[config.mk]
export PLATFORM = sky130hd
export DESIGN_NAME = ov7670_luma_capture_flat
export DESIGN_NICKNAME = d
export VERILOG_FILES = /design/src/rtl/ov7670_luma_capture_if.sv /design/src/rtl/ov7670_luma_capture.sv /design/src/flat_wrapper.sv
export SDC_FILE = /design/constraint.sdc
export NUM_CORES = 1
export LEC_CHECK = 0
export CAP_MARGIN = 5
export CORE_MARGIN = 5
export CORE_UTILIZATION = 30
export DETAILED_ROUTE_END_ITERATION = 6
export DONT_BUFFER_PORTS = 1
export GPL_TIMING_DRIVEN = 0
export HOLD_SLACK_MARGIN = 0.12
export REMOVE_ABC_BUFFERS = 1
export SYNTH_ARGS = -nofsm -noshare
export SYNTH_HDL_FRONTEND = slang
export SYNTH_SLANG_ARGS = --single-unit
[constraint.sdc]
create_clock -name pclk -period 2.14 [get_ports pclk]
set_clock_uncertainty 0.2 [all_clocks]
set_input_delay 0.428 -clock pclk [delete_from_list [all_inputs] [get_ports pclk]]
set_output_delay 0.428 -clock pclk [all_outputs]
set_load 0.01 [all_outputs]
[src/rtl/ov7670_luma_capture_if.sv]
// Bus bundle between the OV7670 camera side and the luma capture stage.
// The capture stage (slave) receives the camera byte stream and controls,
// and drives the frame-RAM write port plus frame status.
interface ov7670_luma_capture_if #(
  parameter int ADDR_W = 19
);
  logic              vsync;
  logic              href;
  logic [7:0]        din;
  logic              decimate;
  logic              pause;
  logic [ADDR_W-1:0] addr;
  logic [7:0]        dout;
  logic              we;
  logic              frame_done;
  logic [7:0]        frame_cnt;
  logic              line_err;

  modport master (
    output vsync, href, din, decimate, pause,
    input  addr, dout, we, frame_done, frame_cnt, line_err
  );

  modport slave (
    input  vsync, href, din, decimate, pause,
    output addr, dout, we, frame_done, frame_cnt, line_err
  );
endinterface

[src/rtl/ov7670_luma_capture.sv]
// OV7670 luma capture: frames the YUV422 byte stream with VSYNC/HREF, keeps
// the Y byte of every pixel and writes it to linear RAM addresses, with
// optional 2x2 decimation, frame completion pulse, frame counter and a
// sticky line-length error flag.
module ov7670_luma_capture #(
  parameter int WIDTH   = 640,
  parameter int HEIGHT  = 480,
  parameter int ADDR_W  = 19,
  parameter int Y_FIRST = 1
) (
  input  logic                   pclk,
  input  logic                   rst,
  ov7670_luma_capture_if.slave   bus
);

  // x counts one past WIDTH so that over-long lines are still detected.
  localparam int XW = $clog2(WIDTH + 2);
  localparam int YW = $clog2(HEIGHT + 1);
  localparam logic [XW-1:0]     X_END    = XW'(WIDTH);
  localparam logic [XW-1:0]     X_SAT    = XW'(WIDTH + 1);
  localparam logic [YW-1:0]     Y_END    = YW'(HEIGHT);
  localparam logic [ADDR_W:0]   LIM_FULL = (ADDR_W + 1)'(WIDTH * HEIGHT);
  localparam logic [ADDR_W:0]   LIM_DEC  = (ADDR_W + 1)'(WIDTH * HEIGHT / 4);
  // Byte phase that carries Y within a pixel pair.
  localparam logic              Y_PH     = (Y_FIRST != 0) ? 1'b0 : 1'b1;

  typedef enum logic [1:0] {
    S_SYNC,
    S_VBLANK,
    S_ACTIVE
  } state_t;

  state_t            state_reg;
  logic              href_d_reg;
  logic              vsync_d_reg;
  logic              ph_reg;
  logic [XW-1:0]     x_reg;
  logic [YW-1:0]     y_reg;
  logic [ADDR_W-1:0] wr_ptr_reg;
  logic              dec_l_reg;
  logic [ADDR_W-1:0] addr_reg;
  logic [7:0]        dout_reg;
  logic              we_reg;
  logic              frame_done_reg;
  logic [7:0]        frame_cnt_reg;
  logic              line_err_reg;

  logic              href_rise;
  logic              href_fall;
  logic              vs_rise;
  logic              vs_fall;
  logic              ph_cur;
  logic [XW-1:0]     x_cur;
  logic              y_byte;
  logic [ADDR_W:0]   limit;
  logic              wr_ok;

  // Edge detection, effective byte phase / pixel index and the write decision.
  always_comb begin
    href_rise = bus.href & ~href_d_reg;
    href_fall = ~bus.href & href_d_reg;
    vs_rise   = bus.vsync & ~vsync_d_reg;
    vs_fall   = ~bus.vsync & vsync_d_reg;
    // The first byte of a line is always phase 0 at pixel 0.
    ph_cur    = href_rise ? 1'b0 : ph_reg;
    x_cur     = href_rise ? '0 : x_reg;
    y_byte    = bus.href && (ph_cur == Y_PH);
    limit     = dec_l_reg ? LIM_DEC : LIM_FULL;
    wr_ok     = y_byte
              && (x_cur < X_END)
              && (y_reg < Y_END)
              && (!dec_l_reg || (!x_cur[0] && !y_reg[0]))
              && ({1'b0, wr_ptr_reg} < limit);
  end

  // Frame FSM, pixel/line counters and registered RAM write port.
  always_ff @(posedge pclk) begin
    if (rst) begin
      state_reg      <= S_SYNC;
      href_d_reg     <= 1'b0;
      vsync_d_reg    <= 1'b0;
      ph_reg         <= 1'b0;
      x_reg          <= '0;
      y_reg          <= '0;
      wr_ptr_reg     <= '0;
      dec_l_reg      <= 1'b0;
      addr_reg       <= '0;
      dout_reg       <= '0;
      we_reg         <= 1'b0;
      frame_done_reg <= 1'b0;
      frame_cnt_reg  <= '0;
      line_err_reg   <= 1'b0;
    end else begin
      href_d_reg     <= bus.href;
      vsync_d_reg    <= bus.vsync;
      we_reg         <= 1'b0;
      frame_done_reg <= 1'b0;
      case (state_reg)
        S_SYNC: begin
          // Any partial frame is dropped until the next vertical blank.
          if (bus.vsync) state_reg <= S_VBLANK;
        end
        S_VBLANK: begin
          if (vs_fall) begin
            if (bus.pause) begin
              state_reg <= S_SYNC;
            end else begin
              dec_l_reg    <= bus.decimate;
              x_reg        <= '0;
              y_reg        <= '0;
              ph_reg       <= 1'b0;
              wr_ptr_reg   <= '0;
              line_err_reg <= 1'b0;
              state_reg    <= S_ACTIVE;
            end
          end
        end
        S_ACTIVE: begin
          if (bus.href) begin
            ph_reg <= ~ph_cur;
            if (ph_cur) x_reg <= (x_cur == X_SAT) ? x_cur : x_cur + XW'(1);
            else        x_reg <= x_cur;
            // A line beyond the last row is an error and never writes.
            if (href_rise && (y_reg == Y_END)) line_err_reg <= 1'b1;
            if (wr_ok) begin
              addr_reg   <= wr_ptr_reg;
              dout_reg   <= bus.din;
              we_reg     <= 1'b1;
              wr_ptr_reg <= wr_ptr_reg + ADDR_W'(1);
            end
          end
          if (href_fall) begin
            if ((x_reg != X_END) || ph_reg) line_err_reg <= 1'b1;
            if (y_reg != Y_END) y_reg <= y_reg + YW'(1);
          end
          if (vs_rise) begin
            frame_done_reg <= 1'b1;
            frame_cnt_reg  <= frame_cnt_reg + 8'd1;
            state_reg      <= S_VBLANK;
            // Frame cut while a line is still in progress.
            if (bus.href) line_err_reg <= 1'b1;
          end
        end
        default: state_reg <= S_SYNC;
      endcase
    end
  end

  assign bus.addr       = addr_reg;
  assign bus.dout       = dout_reg;
  assign bus.we         = we_reg;
  assign bus.frame_done = frame_done_reg;
  assign bus.frame_cnt  = frame_cnt_reg;
  assign bus.line_err   = line_err_reg;

endmodule

[src/flat_wrapper.sv]
// flat-port wrapper written by rule: the top's interface ports become plain ports
module ov7670_luma_capture_flat 
#(
  parameter int WIDTH   = 640,
  parameter int HEIGHT  = 480,
  parameter int ADDR_W  = 19,
  parameter int Y_FIRST = 1
)
  (pclk, rst, bus_vsync, bus_href, bus_din, bus_decimate, bus_pause, bus_addr, bus_dout, bus_we, bus_frame_done, bus_frame_cnt, bus_line_err);
  ov7670_luma_capture_if #(.ADDR_W(ADDR_W)) bus_i ();
  input  logic pclk;
  input  logic rst;
  input wire logic [$bits(bus_i.vsync)-1:0] bus_vsync;
  input wire logic [$bits(bus_i.href)-1:0] bus_href;
  input wire logic [$bits(bus_i.din)-1:0] bus_din;
  input wire logic [$bits(bus_i.decimate)-1:0] bus_decimate;
  input wire logic [$bits(bus_i.pause)-1:0] bus_pause;
  output wire logic [$bits(bus_i.addr)-1:0] bus_addr;
  output wire logic [$bits(bus_i.dout)-1:0] bus_dout;
  output wire logic [$bits(bus_i.we)-1:0] bus_we;
  output wire logic [$bits(bus_i.frame_done)-1:0] bus_frame_done;
  output wire logic [$bits(bus_i.frame_cnt)-1:0] bus_frame_cnt;
  output wire logic [$bits(bus_i.line_err)-1:0] bus_line_err;
  assign bus_i.vsync = bus_vsync;
  assign bus_i.href = bus_href;
  assign bus_i.din = bus_din;
  assign bus_i.decimate = bus_decimate;
  assign bus_i.pause = bus_pause;
  assign bus_addr = bus_i.addr;
  assign bus_dout = bus_i.dout;
  assign bus_we = bus_i.we;
  assign bus_frame_done = bus_i.frame_done;
  assign bus_frame_cnt = bus_i.frame_cnt;
  assign bus_line_err = bus_i.line_err;
  ov7670_luma_capture #(.WIDTH(WIDTH), .HEIGHT(HEIGHT), .ADDR_W(ADDR_W), .Y_FIRST(Y_FIRST)) u_core (.pclk(pclk), .rst(rst), .bus(bus_i));
endmodule
# Yosys cells after proc, flatten, opt, wreduce, memory -nomap -nowiden
# Cells that the tools add are included.
dict set report totals {
  regBits 82
}
dict set report classes {
  n_mux 37
  n_eq_ne 14
  addsub 4
  n_reduce_logical 24
  order_cmp 3
  bitwise_logic 11
}
# operator count
set ops {}
lappend ops {{$mux 19} 5}
lappend ops {{$mux 10} 6}
lappend ops {{$pmux 19 s2} 1}
lappend ops {{$mux 9} 4}
lappend ops {{$lt 19x20->1} 1}
lappend ops {{$pmux 10 s2} 1}
lappend ops {{$add 19x1->19 const B} 1}
lappend ops {{$pmux 9 s2} 1}
lappend ops {{$mux 1} 12}
lappend ops {{$reduce_and 3->1} 4}
lappend ops {{$add 10x1->10 const B} 1}
lappend ops {{$eq 10x10->1 const B} 1}
lappend ops {{$lt 10x10->1 const B} 1}
lappend ops {{$ne 10x10->1 const B} 1}
lappend ops {{$ne 2x1->1 const B} 5}
lappend ops {{$reduce_and 5->1} 2}
lappend ops {{$add 9x1->9 const B} 1}
lappend ops {{$eq 9x9->1 const B} 1}
lappend ops {{$lt 9x9->1 const B} 1}
lappend ops {{$ne 9x9->1 const B} 1}
lappend ops {{$add 8x1->8 const B} 1}
lappend ops {{$mux 2} 4}
lappend ops {{$logic_and 1x1->1} 7}
lappend ops {{$not 1->1} 7}
lappend ops {{other kinds (14)} 23}

# Logic depth before layout (Yosys ltp)
dict set report logic_depth {
  ltp_word 12
  ltp_mapped 10
  ltp_nobuf 8
}

# Worst setup path after synthesis
# No wires, ideal clock.
dict set report synth_path {
  path_kind {register to register}
  start {reg u_core.dec_l_reg}
  end {reg u_core.addr_reg[17] (netlist: u_core.bus.addr[17])}
  setup_time_ns 0.070
  slack_ns -0.113
  path_stages_with_launch 10
  arrival_time_ns 1.982
  period_less_slack_ns 2.253
  n_path_buf 2
  path_cell_list {dfxtp_1 -> inv_1 -> ha_1 -> nand2_1 -> or3_1 -> o21ai_2 -> clkbuf_1 -> clkbuf_2 -> o21ai_0 -> a21oi_1}
}
dict set report synth_via {
  elab_chain_cells 5
  word_cells_on_any_way 7
}
# element line
set synth_lines {}
lappend synth_lines {{start, declared} ov7670_luma_capture.sv:40} ;# logic dec_l_reg;
lappend synth_lines {{start signal, assigned} ov7670_luma_capture.sv:108} ;# dec_l_reg <= bus.decimate;
lappend synth_lines {{branches (longest 3 deep; another with $lt 19x20->1)} --}
lappend synth_lines {{$logic_and 1x1->1 (*)} ov7670_luma_capture.sv:73} ;# && ({1'b0, wr_ptr_reg} < limit);
lappend synth_lines {{$reduce_and 3->1 (no line) (*)} --}
lappend synth_lines {{end signal, assigned} ov7670_luma_capture.sv:126} ;# addr_reg <= wr_ptr_reg;
lappend synth_lines {{end, declared} ov7670_luma_capture.sv:41} ;# logic [ADDR_W-1:0] addr_reg;
# Every way passes the cells marked *.
# A chain may end at the register's enable or synchronous reset.

# Final worst setup path
dict set report layout_path {
  start {reg u_core.dec_l_reg}
  end {reg u_core.wr_ptr_reg[16]}
}
dict set report layout_via {
  elab_chain_cells 6
  word_cells_on_any_way 8
}
# element line
set layout_lines {}
lappend layout_lines {{branches (longest 3 deep; another with $lt 19x20->1)} --}
lappend layout_lines {{$logic_and 1x1->1 (*)} ov7670_luma_capture.sv:73}
lappend layout_lines {{$ne 2x1->1 (no line) (*)} --}
lappend layout_lines {{$reduce_and 5->1 (no line) (*)} --}
lappend layout_lines {{end signal, assigned} ov7670_luma_capture.sv:129} ;# wr_ptr_reg <= wr_ptr_reg + ADDR_W'(1);
lappend layout_lines {{end, declared} ov7670_luma_capture.sv:39} ;# logic [ADDR_W-1:0] wr_ptr_reg;
# Marked as above.

==> run summary <==
outcome -> complete, but fails checks
failing checks -> negative setup slack
pwr dens -> 661 nW/µm²
register area share after synthesis -> 0.407
dpl hpwl -> 6.42 mm
routed via count -> 3,698
DR pass1 iterations -> 5
Clk Latency, worst-skew pair -> 0.34 ns
Cell Area, Synth -> 4040 µm²
Clock Path Buffers -> 2
FMAX -> 0.443 GHz
Chip Width -> 126 µm
Sink Count -> 82
largest net degree at the start of global routing -> 51
DRC -> 0
Clock Pin Slew Worst Setup and Hold Paths -> 0.06 ns
GRT overflow -> 0
die area -> 15,900 µm²
Die Ht -> 126 µm
Startpoint Class -> flop
Placer Congestion -> 0.861
antenna-violating nets left -> 0
CP endpoint kind -> flop
Final Cycle Share -> 1.06
first-pass GRT wire length -> 18.3 mm
Core ar. -> 13,200 µm²
syn avg cell area -> 8.55 µm²
Synth Warn # -> 0
Worst Path Arrival -> 2.32 ns
Ports -> 52
post-route setup slack -> -0.118 ns
number of synthesized flops with an enable pin -> 0
min-delay worst type -> in2reg
final instance area -> 5030 µm²
post-placement cell area -> 4110 µm²
H-tree Lvls -> 3
diode count -> 0
ys flop type -> dfxtp_1
fin util -> 0.381
std cell rows -> 42
critical-path maximum fanout -> 45
Overall Power -> 3320 µW
Fin Hold WS -> 0.147 ns
Cell variety after synth -> 59
WL final -> 11.3 mm
Mapped Cells -> 472
Peak VDD IR -> 286 µV
Max-Cap Viols -> 0
RSZ-0062 raised after global routing -> true
CTS tree -> built
final setup fails -> 34
flops & latches, synth -> 82
worst-margin pin slew -> 0.882 ns
initial DRC count -> 283
required time worst endpoint -> 2.20 ns
layout net count -> 509
layout cells sized above 1 -> 0.162
CTS root buffer -> clkbuf_16
kind of critical path -> reg2reg
leakage power -> 0.00158 µW
drt wl/cell -> 17.0 µm
ys async rst share -> 0
CTS buffer count -> 9
# port buffers -> 0
Total GRT Usage -> 0.140
Vias per Instance -> 5.56
final worst path period need -> 2.26 ns
vias in the first global route -> 3,624
starting density of the core -> 0.306
commonest non-fill, non-tap cells in the layout -> 77 x dfxtp_1, 52 x a21oi_1, 45 x nand3_1, 30 x nand2_1, 27 x o21ai_0
Area Growth Syn to Fin -> 24.7%
Slew HR -> 0.412
final-report hold violation count -> 0
initial antenna violation count -> 0
most common cell after layout, fill and taps aside -> dfxtp_1
fin. max-slew vios -> 0
## timing repair
| item | 4_1_cts | 5_1_grt |
|---|---|---|
| hold buffers | 12 | 0 |
| gates resized for setup | 40 | 24 |
| buffers inserted | 14 | 1 |
| endpoints found under the setup margin | 57 | 65 |
| pin swaps | 17 | 3 |
| endpoints found under the hold margin | 50 | 0 |
| gates cloned | 5 | 1 |
## worst paths after layout
kind,from,endpoint,slack (ns),cells past startpoint
max,u_core.dec_l_reg,u_core.wr_ptr_reg[16],-0.12,7
min,bus_vsync,u_core.state_reg[1],0.15,3
max reg2reg,u_core.dec_l_reg,u_core.wr_ptr_reg[16],-0.12,7
min reg2reg,u_core.x_reg[3],u_core.x_reg[3],0.31,1
## synthesized netlist by cell type, types with 5 or more instances
cell / number / area [µm²]
and3_1: 6 / 37.5
a21oi_1: 56 / 280
xor2_1: 8 / 70.1
nand4_1: 13 / 81.3
buf_6: 5 / 56.3
o21ai_0: 35 / 175
and4_1: 5 / 43.8
mux2i_1: 5 / 50.1
and2_1: 8 / 50.1
xnor2_1: 6 / 52.6
clkbuf_1: 22 / 82.6
inv_1: 9 / 33.8
ha_1: 11 / 138
o31ai_1: 10 / 75.1
dfxtp_1: 82 / 1640
nand3_1: 46 / 230
nand2_1: 32 / 120
nor4_1: 5 / 31.3
or4_1: 10 / 75.1
nor2_1: 23 / 86.3
nor3_1: 6 / 30.0
## critical path: stages (launching register included)
cell and delay (ns):
dfxtp_4 0.43, ha_4 0.23, a21oi_2 0.14, a211o_1 0.20, o21ai_4 0.09, buf_12 0.18, or4_1 0.50, a21oi_1 0.19
## layer usage
| metal | part of all wire | up-vias | track usage |
|---|---|---|---|
| met4 | 0.020 | 0 | 0.0568 |
| met1 | 0.44 | 1753 | 0.177 |
| met5 | 0 | - | 0 |
| met3 | 0.073 | 18 | 0.0394 |
| met2 | 0.47 | 134 | 0.225 |
| li1 | - | 1793 | - |
## logic make-up (layout without fill, tap and decap cells)
logic type,Yosys count,after routing,share of synthesized area
buffers and inverters,42,53,0.0515
flip-flops,82,82,0.407
adder cells (fa/ha/maj),11,11,0.0341
AO/OA/AOI/OAI,136,142,0.207
multiplexers,5,5,0.0124
XOR/XNOR,14,14,0.0304
AND/OR/NAND/NOR,182,182,0.258
## metrics by stage
stage / TNS [ns] / worst slack (ns) / instances
finish: -1.73 / -0.118 / 665
CTS: -1.64 / -0.0787 / 663
global placement: -59.42 / -1.32 / 615
floorplan: -28.96 / -0.685 / 439
global route: -5.32 / -0.169 / 665
detailed placement: -29.09 / -0.656 / 616
## where the power goes
part           switching (µW)  internal (µW)
clock network             618           1050
registers                11.8           1530
logic                    62.4           47.3
total                     692           2630
## layout make-up
class                           instances  area (µm²)
Fill cell                            1288        8160
Tap cell                              176         220
Clock inverter                          4        75.1
Sequential cell                        82        1650
Multi-Input combinational cell        354        2490
Timing Repair Buffer                   28         307
Inverter                                9        41.3
Clock buffer                           12         246
(Power assumes the default switching activity.)
